[src/rtl/io_out_arb_if.sv]
// Shared bundle between the per-core out_en pins and the arbitrated output channel.
// With IO_ARB_TAG_EN defined, the bundle also carries m_tag, the index of the core
// that produced the current m_data word.
interface io_out_arb_if #(
   parameter int NUBITS = 32,
   parameter int NCORES = 4
);
   localparam int TW = (NCORES > 1) ? $clog2(NCORES) : 1;

   logic [NCORES*NUBITS-1:0] s_data;
   logic [NCORES-1:0]        s_en;
   logic [NCORES-1:0]        s_full;
   logic [NCORES-1:0]        ovf;
   logic [NCORES-1:0]        ovf_clr;
   logic [NUBITS-1:0]        m_data;
   logic                     m_valid;
   logic                     m_ready;
`ifdef IO_ARB_TAG_EN
   logic [TW-1:0]            m_tag;

   modport slave  (input  s_data, s_en, ovf_clr, m_ready,
                   output s_full, ovf, m_data, m_valid, m_tag);
   modport master (output s_data, s_en, ovf_clr, m_ready,
                   input  s_full, ovf, m_data, m_valid, m_tag);
`else
   modport slave  (input  s_data, s_en, ovf_clr, m_ready,
                   output s_full, ovf, m_data, m_valid);
   modport master (output s_data, s_en, ovf_clr, m_ready,
                   input  s_full, ovf, m_data, m_valid);
`endif
endinterface

[src/rtl/io_out_arb.sv]
// io_out_arb: per-core write FIFOs drained round-robin into one registered
// valid/ready output stage. Cores cannot be stalled, so a push into a full FIFO
// that is not popped at the same edge is dropped and flagged in sticky ovf.
// Optional feature macro IO_ARB_TAG_EN adds m_tag (granted core index).
module io_out_arb #(
   parameter int NUBITS = 32,
   parameter int NCORES = 4,
   parameter int FDEPTH = 4
) (
   input  logic            clk,
   input  logic            rst,
   io_out_arb_if.slave     bus
);
   localparam int AW = $clog2(FDEPTH);
   localparam int CW = AW + 1;
   localparam int RW = (NCORES > 1) ? $clog2(NCORES) : 1;
   localparam logic [CW-1:0] DEPTH_C = CW'(FDEPTH);

   logic [NUBITS-1:0] mem_q    [NCORES][FDEPTH];
   logic [AW-1:0]     wr_ptr_q [NCORES];
   logic [AW-1:0]     wr_ptr_d [NCORES];
   logic [AW-1:0]     rd_ptr_q [NCORES];
   logic [AW-1:0]     rd_ptr_d [NCORES];
   logic [CW-1:0]     cnt_q    [NCORES];
   logic [CW-1:0]     cnt_d    [NCORES];

   logic [NCORES-1:0] full_q, full_d;
   logic [NCORES-1:0] ovf_q, ovf_d;
   logic [NCORES-1:0] push_ok, pop;

   logic [NUBITS-1:0] m_data_q, m_data_d;
   logic              m_valid_q, m_valid_d;
   logic [RW-1:0]     rr_q, rr_d;
   logic              ld, found;
   logic [RW-1:0]     gnt;
`ifdef IO_ARB_TAG_EN
   logic [RW-1:0]     tag_q, tag_d;
`endif

   // (base + off) mod NCORES, valid for any NCORES, not only powers of two
   function automatic logic [RW-1:0] wrap_add(input logic [RW-1:0] base, input int off);
      int s;
      s = int'(base) + off;
      if (s >= NCORES) s = s - NCORES;
      return RW'(s);
   endfunction

   // round-robin search from rr over registered counts (no same-cycle bypass)
   always_comb begin
      found = 1'b0;
      gnt   = '0;
      for (int off = 0; off < NCORES; off++) begin
         if (!found && cnt_q[wrap_add(rr_q, off)] != '0) begin
            found = 1'b1;
            gnt   = wrap_add(rr_q, off);
         end
      end
   end

   // next-state for FIFOs, flags and the output register
   always_comb begin
      ld = !m_valid_q || bus.m_ready;
      for (int i = 0; i < NCORES; i++) begin
         pop[i]     = ld && found && (gnt == RW'(i));
         // a full FIFO still accepts a word when its head leaves at the same edge
         push_ok[i] = bus.s_en[i] && ((cnt_q[i] != DEPTH_C) || pop[i]);
         wr_ptr_d[i] = push_ok[i] ? wr_ptr_q[i] + AW'(1) : wr_ptr_q[i];
         rd_ptr_d[i] = pop[i]     ? rd_ptr_q[i] + AW'(1) : rd_ptr_q[i];
         case ({push_ok[i], pop[i]})
            2'b10:   cnt_d[i] = cnt_q[i] + CW'(1);
            2'b01:   cnt_d[i] = cnt_q[i] - CW'(1);
            default: cnt_d[i] = cnt_q[i];
         endcase
         full_d[i] = (cnt_d[i] == DEPTH_C);
         // a drop at the same edge as a clear keeps the flag set
         ovf_d[i]  = (bus.s_en[i] && !push_ok[i]) || (ovf_q[i] && !bus.ovf_clr[i]);
      end

      m_valid_d = m_valid_q;
      m_data_d  = m_data_q;
      rr_d      = rr_q;
`ifdef IO_ARB_TAG_EN
      tag_d     = tag_q;
`endif
      if (ld) begin
         m_valid_d = found;
         if (found) begin
            m_data_d = mem_q[gnt][rd_ptr_q[gnt]];
            rr_d     = wrap_add(gnt, 1);
`ifdef IO_ARB_TAG_EN
            tag_d    = gnt;
`endif
         end
      end
   end

   // FIFO storage; validity is tracked by the reset pointers/counts only
   always_ff @(posedge clk) begin
      for (int i = 0; i < NCORES; i++) begin
         if (push_ok[i]) mem_q[i][wr_ptr_q[i]] <= bus.s_data[i*NUBITS +: NUBITS];
      end
   end

   // control and output registers
   always_ff @(posedge clk or posedge rst) begin
      if (rst) begin
         for (int i = 0; i < NCORES; i++) begin
            wr_ptr_q[i] <= '0;
            rd_ptr_q[i] <= '0;
            cnt_q[i]    <= '0;
         end
         full_q    <= '0;
         ovf_q     <= '0;
         m_data_q  <= '0;
         m_valid_q <= 1'b0;
         rr_q      <= '0;
`ifdef IO_ARB_TAG_EN
         tag_q     <= '0;
`endif
      end else begin
         for (int i = 0; i < NCORES; i++) begin
            wr_ptr_q[i] <= wr_ptr_d[i];
            rd_ptr_q[i] <= rd_ptr_d[i];
            cnt_q[i]    <= cnt_d[i];
         end
         full_q    <= full_d;
         ovf_q     <= ovf_d;
         m_data_q  <= m_data_d;
         m_valid_q <= m_valid_d;
         rr_q      <= rr_d;
`ifdef IO_ARB_TAG_EN
         tag_q     <= tag_d;
`endif
      end
   end

   assign bus.s_full  = full_q;
   assign bus.ovf     = ovf_q;
   assign bus.m_data  = m_data_q;
   assign bus.m_valid = m_valid_q;
`ifdef IO_ARB_TAG_EN
   assign bus.m_tag   = tag_q;
`endif

endmodule

[src/flat_wrapper.sv]
// flat-port wrapper written by rule: the top's interface ports become plain ports
module io_out_arb_flat 
#(
   parameter int NUBITS = 32,
   parameter int NCORES = 4,
   parameter int FDEPTH = 4
)
  (clk, rst, bus_s_data, bus_s_en, bus_ovf_clr, bus_m_ready, bus_s_full, bus_ovf, bus_m_data, bus_m_valid);
  io_out_arb_if #(.NUBITS(NUBITS), .NCORES(NCORES)) bus_i ();
  input  logic clk;
  input  logic rst;
  input wire logic [$bits(bus_i.s_data)-1:0] bus_s_data;
  input wire logic [$bits(bus_i.s_en)-1:0] bus_s_en;
  input wire logic [$bits(bus_i.ovf_clr)-1:0] bus_ovf_clr;
  input wire logic [$bits(bus_i.m_ready)-1:0] bus_m_ready;
  output wire logic [$bits(bus_i.s_full)-1:0] bus_s_full;
  output wire logic [$bits(bus_i.ovf)-1:0] bus_ovf;
  output wire logic [$bits(bus_i.m_data)-1:0] bus_m_data;
  output wire logic [$bits(bus_i.m_valid)-1:0] bus_m_valid;
  assign bus_i.s_data = bus_s_data;
  assign bus_i.s_en = bus_s_en;
  assign bus_i.ovf_clr = bus_ovf_clr;
  assign bus_i.m_ready = bus_m_ready;
  assign bus_s_full = bus_i.s_full;
  assign bus_ovf = bus_i.ovf;
  assign bus_m_data = bus_i.m_data;
  assign bus_m_valid = bus_i.m_valid;
  io_out_arb #(.NUBITS(NUBITS), .NCORES(NCORES), .FDEPTH(FDEPTH)) u_core (.clk(clk), .rst(rst), .bus(bus_i));
endmodule
[config.mk]
export PLATFORM = sky130hd
export DESIGN_NAME = io_out_arb_flat
export DESIGN_NICKNAME = d
export VERILOG_FILES = /design/src/rtl/io_out_arb_if.sv /design/src/rtl/io_out_arb.sv /design/src/flat_wrapper.sv
export SDC_FILE = /design/constraint.sdc
export NUM_CORES = 1
export LEC_CHECK = 0
export CAP_MARGIN = 20
export CORE_MARGIN = 2
export CORE_UTILIZATION = 45
export DETAILED_ROUTE_END_ITERATION = 12
export HOLD_SLACK_MARGIN = 0.15
export PLACE_DENSITY_LB_ADDON = 0.25
export REMOVE_ABC_BUFFERS = 1
export SLEW_MARGIN = 20
export SYNTH_ARGS = -nofsm -noshare
export SYNTH_HDL_FRONTEND = slang
export SYNTH_SLANG_ARGS = --single-unit
export TNS_END_PERCENT = 100
[constraint.sdc]
create_clock -name clk -period 6.75 [get_ports clk]
set_input_delay 1.35 -clock clk [delete_from_list [all_inputs] [get_ports clk]]
set_output_delay 1.35 -clock clk [all_outputs]
set_load 0.03 [all_outputs]
Yosys cells after proc, flatten, opt, wreduce, memory -nomap -nowiden:

Memory sizes are Yosys's and may differ from the RTL's.
Cells that the tools add are included.

* bits in registers: 71
* input port bits: 139
* RAM bits: 512
* memories kept: 1

* bitwise logic cells: 10
* equal/unequal tests: 19
* add/subtract/negate cells: 25
* muxes and demuxes: 51
* $lt $le $gt $ge: 19
* reductions and logical operators: 51

Memory list
* u_core.mem_q: depth 4, width 128, rd ports 1, clocked after Yosys merged registers in 0, write ports 4, RTL line io_out_arb.sv:19 `logic [NUBITS-1:0] mem_q [NCORES][FDEPTH];`

Operator list (count)
* 2-to-1 mux 128 bit: 4
* demux 32 bit (select 2 bit): 4
* 2-to-1 mux 32 bit: 6
* binary-select mux 32 bit (select 2 bit): 1
* greater-or-equal comparator 3 bit, second input constant: 14
* inverter 2 -> 3 bit: 10
* binary-select mux 3 bit (select 2 bit): 4
* logical AND 1 bit: 24
* 2-to-1 mux 3 bit: 8
* one-hot mux 3 bit (2 select lines): 4
* 2-to-1 mux 2 bit: 11
* adder 2 x 1 -> 2 bit, second input constant: 8
* adder 3 x 1 -> 3 bit, second input constant: 4
* == test 2 bit, second input constant: 6
* == test 3 bit, second input constant: 4
* logical NOT 1 bit: 12
* < comparator 3 x 1 -> 1 bit, second input constant: 4
* inequality test 3 bit, second input constant: 4
* nonzero test 3 bit: 4
* subtractor 3 x 1 -> 3 bit, second input constant: 4
* == test 2 x 1 -> 1 bit, second input constant: 5
* subtractor 2 x 1 -> 2 bit, second input constant: 5
* logical OR 1 bit: 9
* 2-to-1 mux 1 bit: 8
* 6 further kinds: 8

Logic depth before layout (Yosys ltp):

Gate-level depths: netlist (run 1).

* depth after elaboration: 25
* depth in mapped cells: 19
* depth with buffers taken out: 16

Worst setup path after synthesis (run 1):

No wires, ideal clock.

* kind: in2reg
* start: input port bus_m_ready
* end: memory u_core.mem_q[2][0] in the netlist's numbering, enable pin
* setup time: 392 ps
* arrival time: 3171 ps
* stages on the path: 5
* path slack: 3187 ps
* cells stage by stage: nand2b_1 nor2b_1 nand2_1 a31oi_1 and2_1

RTL lines
* start: declaration: RTL line flat_wrapper.sv:15 `input wire logic [$bits(bus_i.m_ready)-1:0] bus_m_ready;`
* end: declaration: RTL line io_out_arb.sv:19

==> flow_summary.json, run 1 <==
{
  "status": "completed",
  "gp_congestion": 0.786,
  "r2r-start": "u_core.cnt_q[11]",
  "min_period_ps": 4780,
  "synth_edf_count": 512,
  "seqPwrFrac_pct": 35.9,
  "area.growth.synth_to_final_pct": 18.7,
  "post-cts-setup-buffers": 0,
  "drive_gt1_share_pct": 7.13,
  "die_h_um": 230,
  "cts-htree-levels": 2,
  "initial_utilization_pct": 45.7,
  "syn_area_mm2": 0.0230,
  "antenna_found_initial": 1,
  "synthFlopType": "edfxtp_1",
  "dr.max_layer_used": "met5",
  "row_count": 82,
  "yosys.area_share.adder_pct": 1.66,
  "setup_viol": 0,
  "path_depth": 16,
  "cts.sinks": 583,
  "yosys.area_share.xor_xnor_pct": 0.915,
  "period_share_pct": 70.8,
  "critPathSlowestCell": "and2_4",
  "post-route-util_pct": 54.2,
  "setup_tns_ps": 0,
  "p_leak_nw": 9.61,
  "synth_top_area_share_pct": 66.9,
  "p_sw_mw": 5.76,
  "wl_met1_mm": 26.5,
  "final_common_cell": "edfxtp_1",
  "cp_num_buf_inv": 2,
  "routed_wl_mm": 62.2,
  "r2r_slack_ps": 1970,
  "path_max_fanout": 93,
  "rr_worst_depth": 16,
  "worstSetupStartpointType": "flop",
  "synth_cell_types": 40,
  "arrival_ps": 5290,
  "p_sw_share_pct": 39.8,
  "routedWlPerCell_um": 25.5,
  "power.share.clock_pct": 22.7,
  "ant_nets": 0,
  "dr_wl_met2_mm": 29.2,
  "worst_slew_pin_slew_ps": 1140,
  "placed_area_mm2": 0.0253,
  "firstDrtPassIters": 7,
  "synth_top_area_cell": "edfxtp_1",
  "seq_area_frac_synth_pct": 74.7,
  "final_cell_mix": "512 x edfxtp_1, 244 x nand2_1, 192 x a21oi_1",
  "ctsResizeCount": 0,
  "dp_hpwl_mm": 35.3,
  "fmax_ghz": 0.209,
  "synth_top_family_by_area": "compound AO/OA/AOI/OAI gates",
  "r2r-end": "u_core.bus.s_full[0]",
  "synth_simple_gate_area_share_pct": 5.88,
  "syn_avg_cell_area_um2": 14.6,
  "end_kind": "flop",
  "vias_per_cell": 5.85,
  "grt_max_degree": 200,
  "cts.clk_slew.worst_paths_ps": 60,
  "dp.cells": 2332,
  "slew_headroom_pct": 23.9,
  "synth.mux.area_fraction_pct": 3.26,
  "cap_violations": 0,
  "setup.worst_path.start": "u_core.cnt_q[11]",
  "setup_ws_ps": 1970,
  "die_w_um": 230,
  "fin_cells": 2441,
  "vias": 14300,
  "crit_end": "u_core.bus.s_full[0]",
  "fp.dieArea_mm2": 0.0529,
  "critPathMaxStageDelay_ps": 850,
  "crit_family": "simple AND/OR/NAND/NOR gates",
  "fin_nets": 1886,
  "synth_seq_cells": 583,
  "synth_compound_gate_area_share_pct": 10.9,
  "slew_violations": 0,
  "core_region_area_mm2": 0.0503,
  "clk-insertion-delay-late_ps": 620,
  "wl_met3_mm": 5.19,
  "fin_area_mm2": 0.0273,
  "io-pin-count": 180,
  "grt_pass1_vias": 14600,
  "place_ws_ps": 2020,
  "finalHoldViolations": 0,
  "cts_tree": "built",
  "fillers": 4028,
  "gr-total-overflow": 0,
  "p_int_mw": 8.71,
  "drt_iter0_markers": 1546,
  "skew_ps": 23.3,
  "cts.root.buffer_cell": "clkbuf_16",
  "grt_util_all_layers_pct": 23.3,
  "async_flop_share_pct": 12.2,
  "synthCells": 1573,
  "powerDensity_mw_per_mm2": 531,
  "yosys_warnings": 0,
  "combPwrFrac_pct": 41.4,
  "drc": 0,
  "hold_buffers": 0,
  "crit_path_cell_trace": "o31ai_2 > a21boi_0 > o21ai_0 > and2_4 > inv_6 > ha_1 > nand2_1 > nand4_1 > nand2_1 > ha_1 > inv_1 > fa_1 > xor2_1 > nor2_1 > xor2_1 > nor3b_1",
  "portBuffers": 179,
  "clk_path_buf_depth": 3,
  "path_class": "flop to flop",
  "min_path_type": "flop to flop",
  "crit_required_ps": 7260,
  "grt_pass1_wl_mm": 91.6,
  "cts_buffers": 57,
  "ys_top_cells_by_area": "edfxtp_1 67%, dfrtp_1 7.7%, a221oi_1 4.9%",
  "rsz0062_at_grt": "no",
  "ir_worst_vdd_mv": 1.02
}
## power groups by stage
stage | sequential, mW | clock [mW] | combinational, mW
detailed placement | 5.25 | 0 | 5.93
floorplan | 5.35 | 0 | 3.00
global route | 5.25 | 3.45 | 6.52
finish | 5.19 | 3.29 | 5.99
CTS | 5.19 | 3.32 | 5.97
global placement | 5.24 | 0 | 5.80
## cells in the mapped netlist (3+ instances only)
cell type / number
buf_1: 8
nor3_1: 5
xor2_1: 8
xnor2_1: 16
buf_2: 19
o22ai_1: 4
nand2_1: 244
nand3_1: 34
o21ai_1: 27
buf_4: 7
nand2b_1: 3
o21ai_0: 45
a221oi_1: 128
fa_1: 4
dfrtp_1: 71
ha_1: 24
nor3b_1: 3
a21oi_1: 192
nor2_1: 8
inv_1: 36
edfxtp_1: 512
clkbuf_1: 62
mux2_2: 3
mux2i_1: 70
buf_6: 6
and3_1: 8
and2_1: 11
## routing by layer
metal	GRT usage (%)	up-vias
met5	0	-
met4	6.31	2
met3	3.32	80
met2	37.3	712
met1	33.5	7188
li1	-	6293
## flip-flops by register name, summed over array words and instances, names as in the netlist
name and flops:
u_core.mem_q 512, u_core.cnt_q 12, u_core.bus.s_full 4, u_core.bus.ovf 4, u_core.rd_ptr_q 8, u_core.wr_ptr_q 8
u_core.rr_q 2, u_core.bus.m_data 32, u_core.bus.m_valid 1
## worst min path at each step
stage / startpoint / end / cells after the start
5_1_grt: u_core.rd_ptr_q[1] / u_core.rd_ptr_q[1] / 1
2_1_floorplan: u_core.rd_ptr_q[3] / u_core.rd_ptr_q[3] / 1
6_report: u_core.rd_ptr_q[7] / u_core.rd_ptr_q[7] / 1
4_1_cts: u_core.rd_ptr_q[3] / u_core.rd_ptr_q[3] / 1
3_5_place_dp: u_core.rd_ptr_q[3] / u_core.rd_ptr_q[3] / 1
3_3_place_gp: u_core.rd_ptr_q[3] / u_core.rd_ptr_q[3] / 1
## kinds of logic after synthesis
| group | Yosys count |
|---|---|
| buf+inv | 139 |
| simple gates | 323 |
| flops | 583 |
| xor+xnor | 24 |
| mux | 74 |
| fa+ha+maj | 28 |
| compound gates | 402 |
## worst register-to-register path: stages (launching register included)
cell and delay, ps:
dfrtp_1 440, o31ai_2 300, a21boi_0 140, o21ai_0 160, and2_4 850, inv_6 500, ha_1 370, nand2_1 120
nand4_1 250, nand2_1 230, ha_1 220, inv_1 60, fa_1 370, xor2_1 150, nor2_1 120, xor2_1 190
nor3b_1 210
## final cells by class
type	count	area, um2	area share (%)
flip-flops and latches	583	17200	62.9
clock buffers	83	1640	6.00
clock inverters	25	309	1.13
diodes	1	2.50	0.00918
repair buffers	189	1890	6.94
multi-input cells	851	5280	19.4
well taps	672	841	3.08
inverters	37	154	0.565
## metrics by stage
| step | hold slack, ps | power, mW |
|---|---|---|
| CTS | 475 | 14.5 |
| global route | 501 | 15.2 |
| floorplan | 444 | 8.35 |
| detailed placement | 466 | 11.2 |
| finish | 472 | 14.5 |
| global placement | 463 | 11.0 |
No activity file was read; power rests on OpenSTA's default activity.
==> run 2: changes to the inputs <==
==> constraint.sdc (replaced) <==
create_clock -name clk -period 4.9 [get_ports clk]
set_input_delay 0.98 -clock clk [delete_from_list [all_inputs] [get_ports clk]]
set_output_delay 0.98 -clock clk [all_outputs]
set_load 0.03 [all_outputs]
==> run 2 against run 1 <==
  * Non-clock buffer count increased by 27
  * First-iteration DRC count increased by 5.8%
  * Sequential power increased by 38%
  * Sequential share of layout area decreased by 0.075 points
  * Worst hold slack improved by 1.8 ps
  * Cell count increased by 1.2%
  * Die area unchanged
  * Power increased by 37%
==> flow_summary.json, run 2 (synthesis results as in run 1) <==
{
  "firstDrtPassIters": 6,
  "drive_gt1_share_pct": 8.41,
  "ant_nets": 0,
  "initial_utilization_pct": 45.7,
  "min_period_ps": 4050,
  "placed_area_mm2": 0.0255,
  "place_ws_ps": 880,
  "largest_reg_flops": 512,
  "status": "completed",
  "vias_per_cell": 5.92,
  "drc": 0,
  "finalPower_mw": 19.8,
  "grt_max_degree": 193,
  "crit_family": "simple AND/OR/NAND/NOR gates",
  "arrival_ps": 4580,
  "hold_buffers": 0,
  "die_h_um": 230,
  "end_kind": "flop",
  "vias": 14600,
  "path_class": "flop to flop",
  "core_region_area_mm2": 0.0503,
  "dp.cells": 2359,
  "routedWlPerCell_um": 26.0,
  "cts_buffers": 58,
  "worstSetupStartpointType": "flop",
  "clk_path_buf_depth": 3,
  "final_cell_mix": "512 x edfxtp_1, 244 x nand2_1, 192 x a21oi_1",
  "critPathSlowestCell": "and2_2",
  "cp_num_buf_inv": 1,
  "path_max_fanout": 67,
  "cap_violations": 0,
  "cts.root.buffer_cell": "clkbuf_16",
  "die_w_um": 230,
  "gr-total-overflow": 0,
  "routed_wl_mm": 64.2,
  "cts_tree": "built",
  "finalHoldViolations": 0,
  "area.growth.synth_to_final_pct": 18.8,
  "min_path_type": "flop to flop",
  "p_leak_nw": 9.70,
  "fin_nets": 1914,
  "regArea_mm2": 0.0172,
  "crit_path_cell_trace": "nor3_1 > a21boi_0 > o21ai_0 > and2_4 > buf_4 > mux2i_1 > and2_2 > o21ai_0 > nand3_1",
  "grt_pass1_vias": 14700,
  "crit_top_cell": "o21ai_0",
  "final_common_cell": "edfxtp_1",
  "cts-htree-levels": 2,
  "portBuffers": 179,
  "fin_area_mm2": 0.0273,
  "skew_ps": 15.5,
  "row_count": 82,
  "clk-insertion-delay-late_ps": 610,
  "ir_worst_vdd_mv": 1.01,
  "grt_util_all_layers_pct": 24.1,
  "worst_slew_pin_slew_ps": 1160,
  "fp.dieArea_mm2": 0.0529,
  "post-cts-setup-buffers": 0,
  "critPathMaxStageDelay_ps": 980,
  "setup_viol": 0,
  "drt_iter0_markers": 1636,
  "period_share_pct": 82.6,
  "dp_hpwl_mm": 38.7,
  "cts.sinks": 583,
  "multi_input_area_mm2": 0.00526,
  "rsz0062_at_grt": "no",
  "slew_violations": 0,
  "fmax_ghz": 0.247,
  "grt_pass1_wl_mm": 94.3,
  "powerDensity_mw_per_mm2": 725,
  "fillers": 4154,
  "antenna_found_initial": 9,
  "setup_ws_ps": 852,
  "io-pin-count": 180,
  "ctsResizeCount": 0,
  "slew_headroom_pct": 22.9,
  "fin_cells": 2470,
  "crit_required_ps": 5430,
  "cts.clk_slew.worst_paths_ps": 60,
  "gp_congestion": 0.815
}
==> run 2: cell types whose count changed in the layout (fill, tap and decap cells not counted), sizes merged <==
cell    change
buf        +27
diode       +2
clkinv     +11
clkbuf      -5
inv         -1
bufinv      -5
==> run 2: cell type report <==
type                       count  area share (%)
antenna                        3          0.0275
clock buffer                  78            5.89
clock inverter                30           0.715
inverter                      37           0.564
multi-input combinational    851            19.3
sequential                   583            62.8
tap                          672            3.08
timing repair buffer         216            7.63
==> run 2: worst paths after layout <==
kind                                    start                    end  slack [ps]  cells past startpoint
max in group asynchronous                 rst   u_core.bus.m_data[5]        3050                      3
max                           u_core.cnt_q[7]  u_core.bus.m_data[17]         850                      9
max reg2reg                   u_core.cnt_q[7]  u_core.bus.m_data[17]         850                      9
min reg2reg                u_core.rd_ptr_q[7]     u_core.rd_ptr_q[7]         470                      1
min in group asynchronous                 rst  u_core.bus.m_data[16]         860                      2
min                        u_core.rd_ptr_q[7]     u_core.rd_ptr_q[7]         470                      1
==> run 2: power by group <==
part | total [mW] | switching (mW) | internal [mW]
clock network | 4.23 | 1.84 | 2.39
logic | 8.40 | 5.71 | 2.69
registers | 7.15 | 0.467 | 6.68
==> run 2: layer usage <==
metal | routed length, um | vias up | track usage (%)
li1 | - | 6340 | -
met1 | 26400 | 7415 | 33.2
met2 | 30100 | 736 | 38.1
met3 | 5670 | 128 | 5.70
met4 | 1930 | 10 | 7.64
met5 | 54 | - | 0
==> run 2: metrics by stage <==
stage / utilization (%) / TNS (ps) / hold slack (ps)
after global routing: 54.3 / 0 / 507
final: 54.3 / 0 / 474
after global placement: 50.7 / 0 / 463
after floorplan: - / -7738250 / 444
after CTS: 54.3 / 0 / 472
after detailed placement: 50.7 / 0 / 464
==> run 2: worst register-to-register path: stages (launching register included) <==
cell and delay, ps:
dfrtp_1 410, nor3_1 360, a21boi_0 180, o21ai_0 200, and2_4 220, buf_4 790
mux2i_1 400, and2_2 980, o21ai_0 270, nand3_1 170
